--- config.mk ---
export PLATFORM = sky130hd
export DESIGN_NAME = vid_addr_cnt
export DESIGN_NICKNAME = d
export VERILOG_FILES = /design/src/rtl/vid_addr_cnt.sv
export SDC_FILE = /design/constraint.sdc
export NUM_CORES = 1
export LEC_CHECK = 0
export BUFFER_PORTS_ARGS = -buffer_cell sky130_fd_sc_hd__buf_4
export CORE_MARGIN = 2
export CORE_UTILIZATION = 54
export DETAILED_ROUTE_END_ITERATION = 16
export PLACE_DENSITY = 0.85
export REMOVE_ABC_BUFFERS = 1
export SLEW_MARGIN = 20
export SYNTH_ARGS = -nofsm -noshare
export SYNTH_HDL_FRONTEND = slang
export SYNTH_SLANG_ARGS = --single-unit
--- constraint.sdc ---
create_clock -name clk32 -period 7.3 [get_ports clk32]
set_input_delay 1.095 -clock clk32 [delete_from_list [all_inputs] [get_ports clk32]]
set_output_delay 1.095 -clock clk32 [all_outputs]
set_load 0.02 [all_outputs]
--- src/rtl/vid_addr_cnt.sv ---
// Video fetch word-address counter: frame reload, per-word advance, line-end add, CPU byte-lane access.
// Optional VIDCNT_SNAPSHOT_EN: top-lane read latches a snapshot so multi-byte reads are tear-free.
module vid_addr_cnt #(
  parameter int WW = 21,
  parameter int LW = 8,
  parameter int NL = (WW + 8) / 8
) (
  input  logic          clk32,
  input  logic          porb,
  input  logic          cnt_en,
  input  logic          line_end,
  input  logic          frame_start,
  input  logic [WW-1:0] base,
  input  logic [LW-1:0] loff,
  input  logic          wr_en,
  input  logic [NL-1:0] wr_sel,
  input  logic [7:0]    wr_data,
  input  logic          rd_en,
  input  logic [NL-1:0] rd_sel,
  output logic [7:0]    rd_data,
  output logic [WW-1:0] vid,
  output logic          wrap
);
  localparam int BW = NL * 8;

  logic [WW-1:0]        cnt;
  logic [NL-1:0][7:0]   cur_b, src_b, wr_b;
  logic [BW-1:0]        wr_flat;
  logic [WW:0]          sum;
  logic [7:0]           rd_nxt;
  logic                 unused_ok;

  // Byte-address view of the word counter; bit 0 and bits above WW read as zero.
  assign cur_b = BW'({cnt, 1'b0});

  for (genvar k = 0; k < NL; k++) begin : g_lane
    assign wr_b[k] = wr_sel[k] ? wr_data : cur_b[k];
  end
  assign wr_flat = wr_b;

  // One extra bit catches the carry out of the top word-address bit.
  assign sum = {1'b0, cnt} + (WW+1)'({LW{line_end}} & loff) + (WW+1)'(cnt_en);

`ifdef VIDCNT_SNAPSHOT_EN
  logic [WW-1:0]      snap;
  logic [NL-1:0][7:0] snap_b;
  assign snap_b = BW'({snap, 1'b0});
  always_comb begin
    src_b         = snap_b;
    src_b[NL-1]   = cur_b[NL-1];
  end
  assign unused_ok = ^{wr_flat[0], wr_flat[BW-1:WW], snap_b[NL-1]};
`else
  assign src_b     = cur_b;
  assign unused_ok = ^{wr_flat[0], wr_flat[BW-1:WW]};
`endif

  always_comb begin
    rd_nxt = '0;
    for (int k = 0; k < NL; k++)
      if (rd_sel[k]) rd_nxt = rd_nxt | src_b[k];
  end

  always_ff @(posedge clk32 or negedge porb) begin
    if (!porb) begin
      cnt     <= '0;
      wrap    <= 1'b0;
      rd_data <= '0;
`ifdef VIDCNT_SNAPSHOT_EN
      snap    <= '0;
`endif
    end else begin
      wrap <= 1'b0;
      if (frame_start)
        cnt <= base;
      else if (wr_en)
        cnt <= wr_flat[WW:1];
      else begin
        cnt  <= sum[WW-1:0];
        wrap <= sum[WW];
      end
      if (rd_en) rd_data <= rd_nxt;
`ifdef VIDCNT_SNAPSHOT_EN
      if (rd_en && rd_sel[NL-1]) snap <= cnt;
`endif
    end
  end

  assign vid = cnt;
endmodule

==> flow_metrics.env <==
export IMPL_outcome="completed"
export IMPL_p_clk_share_pct=26.9
export IMPL_hold_path_class="reg -> reg"
export IMPL_rr_endpoint="vid[14]"
export IMPL_synth_area_per_cell_um2=8.584
export IMPL_crit_fanout=9
export IMPL_final_area_um2=2998
export IMPL_syn_area_um2=2283
export IMPL_p_int_uw=385.9
export IMPL_finalWeightedCongestion=0.9254
export IMPL_layout_setup_ws_ns=4.183
export IMPL_max_freq_mhz=320.8
export IMPL_ys_seq_area_share_pct=32.88
export IMPL_die_area_um2=4764
export IMPL_root_buffer="clkbuf_8"
export IMPL_netSwitchingPower_uw=213.7
export IMPL_worstSetupEndpointType="flop"
export IMPL_firstDrtPassIters=8
export IMPL_antenna_found_initial=0
export IMPL_utilization_pct=74.41
export IMPL_place_hpwl_um=5242
export IMPL_r2r_worst_path_cells=9
export IMPL_portBuffers=79
export IMPL_grt_overflow_total=0
export IMPL_ys_types=59
export IMPL_drtIter0Drc=315
export IMPL_min_path_cells=2
export IMPL_drive_gt1_share_pct=31.67
export IMPL_power_leakage_nw=1.399
export IMPL_hp_start="rd_data[6]"
export IMPL_wirelength_um=7043
export IMPL_track_usage_pct=30.06
export IMPL_regArea_um2=750.7
export IMPL_grt_max_degree=38
export IMPL_clockBufferDepth=2
export IMPL_fin_nets=399
export IMPL_synth_edf_count=0
export IMPL_rsz0062_at_grt="false"
export IMPL_synthFlopType="dfrtp_1"
export IMPL_place_inst=383
export IMPL_diodes=0
export IMPL_worstReg2RegStart="vid[0]"
export IMPL_postCtsSetupBuffers=0
export IMPL_final_hold_violation_count=0
export IMPL_setup_tns_ns=0
export IMPL_ys_ff_latch=30
export IMPL_cts_tree="yes"
export IMPL_tightest_slew_ns=0.5042
export IMPL_yosysMostFrequentCell="a21oi_1"
export IMPL_instances_no_fill=391
export IMPL_drcViolationCount=0
export IMPL_maxCapViolCount=0
export IMPL_final_fill_count=331
export IMPL_area_delta_synth_final_pct=31.29
export IMPL_die_h_um=69.03
export IMPL_synth_top_area_share_pct=32.88
export IMPL_h_tree_depth=2
export IMPL_clk_latency_ns=0.28
export IMPL_power_density_nw_per_um2=200.0
export IMPL_reg2reg_slack_ns=4.64
export IMPL_power_uw=599.6
export IMPL_grt_pass1_wl_um=11630
export IMPL_first_global_vias=2372
export IMPL_vias=2421
export IMPL_synthTopCellsByCount="31 x a21oi_1, 30 x dfrtp_1, 23 x nand2_1, 23 x nor2_1, 22 x o21ai_0"
export IMPL_rows=23
export IMPL_critPathKind="in -> reg"
export IMPL_switching_share_pct=35.64
export IMPL_post_drt_wl_per_cell_um=18.01
export IMPL_syn_inst=266
export IMPL_io_pins=80
export IMPL_yosys_warnings=0
export IMPL_hold_worst_slack_ns=0.5388
export IMPL_coreArea_um2=4029
export IMPL_yosysTopAreaCell="dfrtp_1"
export IMPL_drtAntennaViolNets=0
export IMPL_ir_worst_vdd_v=0.0001005
export IMPL_multi_input_area_um2=1444
export IMPL_fin_crit_sh_pct=42.70
export IMPL_synthTopCellsByArea="dfrtp_1 33%, a21oi_1 6.8%, o21ai_0 4.8%"
export IMPL_crit_arrival_ns=3.27
export IMPL_placed_area_um2=2888
export IMPL_combPwrFrac_pct=36.6
export IMPL_cts_resized_gates=0
export IMPL_cts_sinks=30
export IMPL_cts_made_buffers=5
export IMPL_relSlewSlack_pct=66.26
export IMPL_finalClockSkew_ns=0.003343
export IMPL_hold_end="rd_data[6]"
export IMPL_drv_slew=0
export IMPL_startpoint_type="input port"
export IMPL_critical_path_required_ns=7.45
export IMPL_layout_min_cycle_time_ns=3.117
export IMPL_cts_hold_buf=0
export IMPL_path_clk_slew_ns=0.07
export IMPL_seqPwrFrac_pct=36.5
export IMPL_die_x_um=69.03
export IMPL_async_reset_ff_share_pct=100.0
export IMPL_setup_violations=0
export IMPL_via_per_inst=6.192
export IMPL_place_ws_ns=3.918
export IMPL_start_util_pct=56.68
[per-layer routing]
| layer | vias to the layer above | wire length, um | track usage, % |
|---|---|---|---|
| met3 | 18 | 686 | 5.994 |
| met5 | - | 0 | 0 |
| met1 | 1131 | 2670 | 39.15 |
| met4 | 0 | 172 | 10.02 |
| li1 | 1119 | - | - |
| met2 | 153 | 3514 | 49.89 |
[worst max-delay path by stage]
stage,depth (start not counted),slack (ns),end,start
after CTS,10,4.20,vid[14],line_end
after detailed placement,10,3.92,vid[14],line_end
after global placement,10,4.01,vid[14],cnt_en
after floorplan,9,4.21,vid[14],cnt_en
final,10,4.18,vid[14],line_end
after global routing,10,4.09,vid[14],line_end
[worst max-delay path: stages]
cell and delay, ns:
buf_4 0.11, nand2_1 0.07, fa_1 0.42, fa_1 0.40, nand2b_1 0.19, a21o_1 0.21, a31oi_4 0.31, nand4_1 0.15
xor2_1 0.16, o221ai_1 0.13
[cells by family (layout without fill, tap and decap cells)]
logic type	after synthesis	in the layout	share of synthesized area (%)
AOI/OAI and AO/OA	100	100	29.32
and+or+nand+nor	83	83	18.69
xor gates and xnor gates	7	7	2.685
muxes	15	15	6.959
buffers and inverters	22	97	3.891
DFF	30	30	32.88
adders and majority gates	9	9	5.589
[registers in the layout (all words and copies together), names as in the netlist]
name     cells
wrap         1
vid         21
rd_data      8
[power groups by stage]
stage          logic, mW  registers (mW)  clock network [mW]
6_report           0.220           0.219               0.161
5_1_grt            0.238           0.222               0.172
4_1_cts            0.219           0.218               0.161
3_5_place_dp       0.217           0.221                   0
3_3_place_gp       0.213           0.220                   0
2_1_floorplan     0.0981           0.241                   0
[placed cells by master (no fill, tap or decap), drive strengths merged, types with 7 or more instances in the layout]
master / instances
nand2: 25
inv: 10
buf: 79
a21oi: 32
dfrtp: 30
mux2i: 8
o21a: 8
nor2: 24
and2: 8
ha: 7
clkbuf: 8
mux2: 7
o21ai: 24
[layout make-up]
| type | instances | area share, % |
|---|---|---|
| multi-input cells | 214 | 48.16 |
| flip-flops and latches | 30 | 25.04 |
| repair buffers | 79 | 19.78 |
| clock buffers | 8 | 3.673 |
| well taps | 50 | 2.087 |
| inverters | 10 | 1.252 |
(Power assumes the default switching activity.)
